`config.mk`:
```
export PLATFORM = sky130hd
export DESIGN_NAME = dram_cmd_timer
export DESIGN_NICKNAME = d
export VERILOG_FILES = /design/src/rtl/dram_cmd_timer_pkg.sv /design/src/rtl/dram_bank_timer.sv /design/src/rtl/dram_cmd_timer.sv
export SDC_FILE = /design/constraint.sdc
export NUM_CORES = 1
export LEC_CHECK = 0
export ABC_AREA = 0
export CORE_MARGIN = 8
export CORE_UTILIZATION = 58
export DETAILED_ROUTE_END_ITERATION = 10
export DONT_BUFFER_PORTS = 1
export MAX_ROUTING_LAYER = met4
export PLACE_DENSITY = 0.75
export SETUP_SLACK_MARGIN = 0.4
export SYNTH_ARGS = -nofsm -noshare
export SYNTH_HDL_FRONTEND = slang
export SYNTH_SLANG_ARGS = --single-unit
```
`constraint.sdc`:
```
create_clock -name clk -period 8.8 [get_ports clk]
set_input_delay 1.32 -clock clk [delete_from_list [all_inputs] [get_ports clk]]
set_output_delay 1.32 -clock clk [all_outputs]
set_load 0.01 [all_outputs]
```
`src/rtl/dram_cmd_timer_pkg.sv`:
```
// Shared DRAM command/bank-state encodings, default timings and counter helpers
// used by dram_cmd_timer and its per-bank timer.
package dram_cmd_timer_pkg;

    typedef enum logic [1:0] {
        CMD_ACT   = 2'b00,
        CMD_READ  = 2'b01,
        CMD_WRITE = 2'b10,
        CMD_PRE   = 2'b11
    } dram_cmd_e;

    typedef enum logic [1:0] {
        BANK_CLOSED      = 2'd0,
        BANK_ACTIVATING  = 2'd1,
        BANK_OPEN        = 2'd2,
        BANK_PRECHARGING = 2'd3
    } bank_state_e;

    typedef enum logic [1:0] {
        FSM_IDLE = 2'd0,
        FSM_EVAL = 2'd1,
        FSM_ACK  = 2'd2,
        FSM_DROP = 2'd3
    } ctrl_state_e;

    localparam int DEF_T_RCD = 3;
    localparam int DEF_T_RP  = 3;
    localparam int DEF_T_RAS = 5;
    localparam int DEF_T_CL  = 2;

    // Timing values are limited to 1..15, so a 4-bit down-counter suffices.
    localparam int CNT_W = 4;

    function automatic logic [CNT_W-1:0] cnt_dec(input logic [CNT_W-1:0] v);
        return (v == '0) ? '0 : v - 1'b1;
    endfunction

endpackage

```
`src/rtl/dram_bank_timer.sv`:
```
// Per-bank state machine with open-row storage, tRAS and phase (tRCD/tRP)
// down-counters; counters run every cycle and saturate at zero.
module dram_bank_timer
    import dram_cmd_timer_pkg::*;
#(
    parameter int ROW_W = 7,
    parameter int T_RCD = DEF_T_RCD,
    parameter int T_RP  = DEF_T_RP,
    parameter int T_RAS = DEF_T_RAS
)(
    input  logic             clk,
    input  logic             rst_b,
    input  logic             act_i,
    input  logic             pre_i,
    input  logic [ROW_W-1:0] row_i,
    output logic [1:0]       state_o,
    output logic [ROW_W-1:0] row_o,
    output logic             tras_zero_o,
    output logic             phase_zero_o
);

    bank_state_e      state_q, state_d;
    logic [ROW_W-1:0] row_q, row_d;
    logic [CNT_W-1:0] phase_q, phase_d;
    logic [CNT_W-1:0] tras_q, tras_d;

    always_comb begin
        state_d = state_q;
        row_d   = row_q;
        phase_d = cnt_dec(phase_q);
        tras_d  = cnt_dec(tras_q);

        if (phase_q == '0) begin
            if (state_q == BANK_ACTIVATING) begin
                state_d = BANK_OPEN;
            end else if (state_q == BANK_PRECHARGING) begin
                state_d = BANK_CLOSED;
            end
        end

        if (act_i) begin
            state_d = BANK_ACTIVATING;
            phase_d = CNT_W'(T_RCD - 1);
            tras_d  = CNT_W'(T_RAS - 1);
            row_d   = row_i;
        end else if (pre_i) begin
            state_d = BANK_PRECHARGING;
            phase_d = CNT_W'(T_RP - 1);
        end
    end

    always_ff @(posedge clk or negedge rst_b) begin
        if (!rst_b) begin
            state_q <= BANK_CLOSED;
            row_q   <= '0;
            phase_q <= '0;
            tras_q  <= '0;
        end else begin
            state_q <= state_d;
            row_q   <= row_d;
            phase_q <= phase_d;
            tras_q  <= tras_d;
        end
    end

    assign state_o      = state_q;
    assign row_o        = row_q;
    assign tras_zero_o  = (tras_q == '0);
    assign phase_zero_o = (phase_q == '0);

endmodule

```
`src/rtl/dram_cmd_timer.sv`:
```
// DRAM command timing checker: req/ack handshake FSM, per-bank timers and a
// T_CL-deep read-data pipeline. Define DRAM_CMD_TIMER_ERR_EN to add cmd_err.
module dram_cmd_timer
    import dram_cmd_timer_pkg::*;
#(
    parameter int NUM_OF_BANKS = 8,
    parameter int NUM_OF_ROWS  = 128,
    parameter int NUM_OF_COLS  = 8,
    parameter int T_RCD        = DEF_T_RCD,
    parameter int T_RP         = DEF_T_RP,
    parameter int T_RAS        = DEF_T_RAS,
    parameter int T_CL         = DEF_T_CL,
    localparam int BANK_W      = (NUM_OF_BANKS > 1) ? $clog2(NUM_OF_BANKS) : 1,
    localparam int ROW_W       = (NUM_OF_ROWS > 1) ? $clog2(NUM_OF_ROWS) : 1
)(
    input  logic                    clk,
    input  logic                    rst_b,
    input  logic                    cmd_req,
    input  logic [1:0]              cmd,
    input  logic [NUM_OF_BANKS-1:0] bank_sel,
    input  logic [NUM_OF_ROWS-1:0]  row_sel,
    input  logic [NUM_OF_COLS-1:0]  col_sel,
    output logic                    cmd_ack,
    output logic [NUM_OF_BANKS-1:0] bank_open,
    output logic                    rd_valid,
    output logic [BANK_W-1:0]       rd_bank
`ifdef DRAM_CMD_TIMER_ERR_EN
    ,
    output logic                    cmd_err
`endif
);

    ctrl_state_e state_q, state_d;

    logic [1:0]              bank_state [NUM_OF_BANKS];
    logic [ROW_W-1:0]        bank_row   [NUM_OF_BANKS];
    logic [NUM_OF_BANKS-1:0] tras_zero;
    logic [NUM_OF_BANKS-1:0] phase_zero;
    logic [NUM_OF_BANKS-1:0] act_vec;
    logic [NUM_OF_BANKS-1:0] pre_vec;

    logic [BANK_W-1:0] bank_idx;
    logic [ROW_W-1:0]  row_idx;
    bank_state_e       sel_state;
    logic [ROW_W-1:0]  sel_row;
    logic              sel_tras0;
    logic              sel_ph0;
    logic              bank_oh, row_oh, col_oh;

    logic illegal, ready, noop;
    logic grant, exec;

    logic              ack_rd_q, ack_rd_d;
    logic [BANK_W-1:0] ack_bank_q, ack_bank_d;

    logic [T_CL-1:0]             rd_vld_q;
    logic [T_CL-1:0][BANK_W-1:0] rd_bnk_q;

    for (genvar g = 0; g < NUM_OF_BANKS; g++) begin : g_bank
        dram_bank_timer #(
            .ROW_W (ROW_W),
            .T_RCD (T_RCD),
            .T_RP  (T_RP),
            .T_RAS (T_RAS)
        ) u_bank (
            .clk          (clk),
            .rst_b        (rst_b),
            .act_i        (act_vec[g]),
            .pre_i        (pre_vec[g]),
            .row_i        (row_idx),
            .state_o      (bank_state[g]),
            .row_o        (bank_row[g]),
            .tras_zero_o  (tras_zero[g]),
            .phase_zero_o (phase_zero[g])
        );
        assign bank_open[g] = (bank_state[g] == BANK_OPEN);
    end

    // One-hot to index; only meaningful when the select is actually one-hot.
    always_comb begin
        bank_idx = '0;
        for (int i = 0; i < NUM_OF_BANKS; i++) begin
            if (bank_sel[i]) bank_idx = BANK_W'(i);
        end
        row_idx = '0;
        for (int i = 0; i < NUM_OF_ROWS; i++) begin
            if (row_sel[i]) row_idx = ROW_W'(i);
        end
    end

    assign bank_oh   = $onehot(bank_sel);
    assign row_oh    = $onehot(row_sel);
    assign col_oh    = $onehot(col_sel);
    assign sel_state = bank_state_e'(bank_state[bank_idx]);
    assign sel_row   = bank_row[bank_idx];
    assign sel_tras0 = tras_zero[bank_idx];
    assign sel_ph0   = phase_zero[bank_idx];

    // A bank whose phase counter is at zero changes state at the same edge the
    // command would execute, so it is already treated as ready.
    always_comb begin
        illegal = 1'b0;
        ready   = 1'b0;
        noop    = 1'b0;
        case (cmd)
            CMD_ACT: begin
                illegal = !bank_oh || !row_oh ||
                          (sel_state == BANK_ACTIVATING) || (sel_state == BANK_OPEN);
                ready   = (sel_state == BANK_CLOSED) ||
                          ((sel_state == BANK_PRECHARGING) && sel_ph0);
            end
            CMD_READ, CMD_WRITE: begin
                illegal = !bank_oh || !row_oh || !col_oh ||
                          (sel_state == BANK_CLOSED) || (sel_state == BANK_PRECHARGING) ||
                          (sel_row != row_idx);
                ready   = (sel_state == BANK_OPEN) ||
                          ((sel_state == BANK_ACTIVATING) && sel_ph0);
            end
            default: begin
                illegal = !bank_oh;
                noop    = (sel_state == BANK_CLOSED) || (sel_state == BANK_PRECHARGING);
                ready   = noop || sel_tras0;
            end
        endcase
    end

    assign grant = (state_q == FSM_EVAL) && cmd_req && (illegal || ready);
    assign exec  = grant && !illegal && !noop;

    assign act_vec    = (exec && (cmd == CMD_ACT)) ? bank_sel : '0;
    assign pre_vec    = (exec && (cmd == CMD_PRE)) ? bank_sel : '0;
    assign ack_rd_d   = exec && (cmd == CMD_READ);
    assign ack_bank_d = bank_idx;

    always_comb begin
        state_d = state_q;
        cmd_ack = 1'b0;
        case (state_q)
            FSM_IDLE: if (cmd_req) state_d = FSM_EVAL;
            FSM_EVAL: begin
                if (!cmd_req) begin
                    state_d = FSM_IDLE;
                end else if (grant) begin
                    state_d = FSM_ACK;
                end
            end
            FSM_ACK: begin
                cmd_ack = 1'b1;
                state_d = FSM_DROP;
            end
            FSM_DROP: if (!cmd_req) state_d = FSM_IDLE;
            default:  state_d = FSM_IDLE;
        endcase
    end

    always_ff @(posedge clk or negedge rst_b) begin
        if (!rst_b) begin
            state_q    <= FSM_IDLE;
            ack_rd_q   <= 1'b0;
            ack_bank_q <= '0;
        end else begin
            state_q    <= state_d;
            ack_rd_q   <= ack_rd_d;
            ack_bank_q <= ack_bank_d;
        end
    end

    // Read pipeline is fed from the ACK cycle, giving rd_valid T_CL cycles later.
    always_ff @(posedge clk or negedge rst_b) begin
        if (!rst_b) begin
            rd_vld_q <= '0;
            rd_bnk_q <= '0;
        end else begin
            rd_vld_q[0] <= ack_rd_q;
            rd_bnk_q[0] <= ack_rd_q ? ack_bank_q : '0;
            for (int i = 1; i < T_CL; i++) begin
                rd_vld_q[i] <= rd_vld_q[i-1];
                rd_bnk_q[i] <= rd_bnk_q[i-1];
            end
        end
    end

    assign rd_valid = rd_vld_q[T_CL-1];
    assign rd_bank  = rd_bnk_q[T_CL-1];

`ifdef DRAM_CMD_TIMER_ERR_EN
    logic err_q, err_d;

    assign err_d = grant && illegal;

    always_ff @(posedge clk or negedge rst_b) begin
        if (!rst_b) begin
            err_q <= 1'b0;
        end else begin
            err_q <= err_d;
        end
    end

    assign cmd_err = err_q;
`endif

endmodule
```
==> flow_summary_export.csv <==
group,metric,value,unit
clock_tree,cts_max_level,4,
clock_tree,insertion_delay,0.42,ns
logic_synthesis,synth-seq-cells,150,
critical_path,crit_fanout,7,
clock_tree,cts_hold_buf,0,
logic_synthesis,synth_top_family_by_area,"adder cells",
cells_and_area,final_util,0.658,
routing,drtIter0Drc,1305,
outcome,violations,"setup timing",
hold_path,min_path_type,"register to register",
logic_synthesis,synthSimpleGateAreaFrac,0.199,
place,port_buffers,0,
logic_synthesis,synth-edff-count,0,
clock_tree,cts_buffers,17,
clock_tree,clkTransAtPathRegs,0.07,ns
sta,hold_viol_final,0,
critical_path,r2r_start,"g_bank[2].u_bank.phase_q[0]",
logic_synthesis,synthAdderAreaFrac,0.239,
sta,tightest_slew,0.919,ns
logic_synthesis,async_reset_ff_frac,1.00,
critical_path,cp.required,9.07,ns
power,max-vdd-ir-drop,1.18,mV
sta,slew_violations,0,
logic_synthesis,synth-compound-area-share,0.161,
grt,grt_usage,0.301,
critical_path,slowest_stage,"fa_1",
hold_path,hold_start,"rd_bnk_q[1]",
logic_synthesis,syn_inst,1427,
routing,dr.pass1.iters,5,
logic_synthesis,syn_area,0.0128,mm^2
critical_path,rr_worst_depth,12,
place,dpl.hpwl,29900,um
floorplan,rows,54,
sta,period_needed,8.94,ns
run,maxCapViolations,0,
floorplan,fp.coreArea,0.0218,mm^2
cells_and_area,final_nets,1771,
critical_path,critPathMaxStageDelay,0.59,ns
sta,relSlewSlack,0.382,
logic_synthesis,yosysUniqueCellTypes,73,
clock_tree,cts_tree,"yes",
logic_synthesis,avgSynthCellArea,8.96,um^2
hold_path,min_to,"rd_bank[1]",
grt,antenna_found_initial,1,
routing,dr_total_vias,11200,
critical_path,worstSetupPathType,"input port to register",
critical_path,end_kind,"register",
floorplan,dieArea,0.0270,mm^2
logic_synthesis,yosysWarnings,0,
routing,viasPerCell,6.39,
critical_path,reg2reg_slack,5.09,ns
logic_synthesis,syn_nets,1746,
logic_synthesis,synth-xor-area-share,0.00959,
sta,post-route-worst-setup-slack,-0.144,ns
hold_path,hold-path-cell-count,0,
sta,finClkSkew,0.0106,ns
critical_path,worstSetupStartpointType,"input port",
floorplan,die_w,164,um
routing,postRouteAntennaNets,0,
grt,grt_max_degree,151,
clock_tree,cts_sinks,150,
clock_tree,clockBufferDepth,2,
critical_path,crit_top_cell,"fa_1",
cells_and_area,drive_gt1_frac,0.104,
outcome,outcome,"finished with violations",
logic_synthesis,synth_mux_area_frac,0.0208,
critical_path,cp.arrival,9.21,ns
cells_and_area,syn_to_final_growth,12.0,%
grt,overflow,0,
sta,fmax,112,MHz
floorplan,fp.dieH,164,um
sta,finalSetupViolations,91,
sta,finalCritPeriodShare,1.02,
place,placed_cell_area,0.0133,mm^2
logic_synthesis,synth-main-ff-cell,"dfrtp_1",
sta,rsz0062_at_grt,"yes",
clock_tree,root_buffer,"clkbuf_16",
logic_synthesis,ys_seq_area_frac,0.294,
grt,grt_pass1_vias,11100,
grt,grt_pass1_wl,60800,um
place,gp_congestion,1.01,
critical_path,rr_endpoint,"g_bank[5].u_bank.phase_q[0]",
routing,wl_per_cell,22.4,um
power,pwr_density_cell,501,mW/mm^2
power,power.leakage,6.55,nW
cells_and_area,design_area,0.0143,mm^2
routing,wl,39200,um
sta,tns,-5.92,ns
floorplan,boundaryPins,162,
floorplan,initial_utilization,0.588,
routing,drc,0,
[timing repair]
item                                    CTS  global route
pin swaps                                 1             5
resized for setup                        16            36
gates cloned                              1             7
hold endpoints to repair                  0             0
setup buffers                             5             1
endpoints found under the setup margin  139           139
[synthesized netlist by cell type, drive strengths merged, types with 8 or more instances]
master | count | area (um^2)
and2 | 16 | 100
o21ai | 44 | 224
o31ai | 16 | 120
mux2i | 12 | 120
a211oi | 27 | 203
a22o | 9 | 78.8
nand2 | 97 | 364
clkbuf | 19 | 71.3
inv | 215 | 807
nor3 | 82 | 477
a211o | 9 | 78.8
buf | 22 | 110
ha | 47 | 588
a31oi | 12 | 90.1
or2 | 9 | 56.3
nor2 | 141 | 529
nand2b | 8 | 50.1
dfrtp | 150 | 3750
mux2 | 13 | 146
or3 | 9 | 56.3
a21oi | 115 | 576
nor4 | 35 | 240
a21o | 13 | 97.6
or4 | 17 | 128
nor3b | 19 | 148
xor2 | 10 | 87.6
nand3 | 24 | 120
fa | 123 | 2460
nor2b | 22 | 138
[report_power, final]
part           total, mW  leakage (nW)  switching (mW)  internal (mW)
registers           1.01          1.97           0.136          0.874
clock network      0.725         0.283           0.323          0.402
logic               5.44          4.29            2.91           2.53
total               7.17          6.55            3.36           3.81
[critical path: cells and delay by family]
family	cells	cell delay [ns]
adder cells (fa/ha/maj)	12	5.62
AO/OA/AOI/OAI	3	0.52
buffers and inverters	12	0.97
AND/OR/NAND/NOR	5	0.75
[flip-flops by register name (all words and copies together) (netlist names), named ones only]
name                   cells
ack_rd_q                   1
g_bank.u_bank.tras_q      32
ack_bank_q                 3
rd_bnk_q                   3
g_bank.u_bank.phase_q     32
state_q                    1
rd_vld_q                   2
rd_bank                    3
g_bank.u_bank.row_o       56
g_bank.u_bank.state_o     16
[stage by stage]
stage                     power (mW)  hold WS, ns  std cells  setup WS, ns
after floorplan                 5.09        0.331       1427        -0.185
after global placement          6.12        0.335       1699        -0.390
after detailed placement        6.32        0.335       1699        -0.524
after CTS                       7.16        0.349       1737       -0.0530
after global routing            8.14        0.360       1746        -0.402
final                           7.17        0.348       1746        -0.144
[layout by cell type (no fill, tap or decap), drive strengths merged, types with 13 or more instances in the layout]
cell,instances
o31ai,16
fa,123
and2,16
nand2,97
nor3b,19
inv,225
dfrtp,150
a21oi,115
nor2b,22
a211oi,27
buf,42
or4,17
ha,47
mux2,13
nor2,141
nand3,24
nor3,82
a21o,13
o21ai,44
clkbuf,22
nor4,35
[how the worst max path moves through the flow]
stage / startpoint / to / slack [ns]
finish: row_sel[119] / g_bank[5].u_bank.phase_q[0] / -0.14
global route: row_sel[119] / g_bank[5].u_bank.phase_q[0] / -0.40
CTS: row_sel[119] / g_bank[0].u_bank.row_o[2] / -0.05
detailed placement: row_sel[119] / g_bank[2].u_bank.phase_q[0] / -0.52
global placement: row_sel[119] / g_bank[0].u_bank.phase_q[0] / -0.39
floorplan: row_sel[119] / g_bank[7].u_bank.row_o[2] / -0.19
[routing by layer]
layer,global-route usage,vias up,wire [um]
li1,-,4950,-
met4,0.113,0,1620
met1,0.372,5454,15200
met5,-,-,0
met3,0.0847,140,4170
met2,0.467,614,18200
[final cells by class]
type / instances / area, um^2
tap: 280 / 350
clock buffer: 17 / 425
multi-input combinational: 1021 / 8270
inverter: 215 / 807
antenna: 1 / 2.50
sequential: 150 / 3750
clock inverter: 15 / 156
fill: 1726 / 7440
timing repair buffer: 47 / 546
[kinds of logic (layout without fill, tap and decap cells)]
kind of cell	count (synthesis)	after routing
AOI/OAI and AO/OA	313	313
xor gates and xnor gates	14	14
adders and majority gates	170	170
buffers and inverters	256	294
DFF	150	150
muxes	25	25
other	0	1
and+or+nand+nor	499	499
No activity file was read; power rests on OpenSTA's default activity.
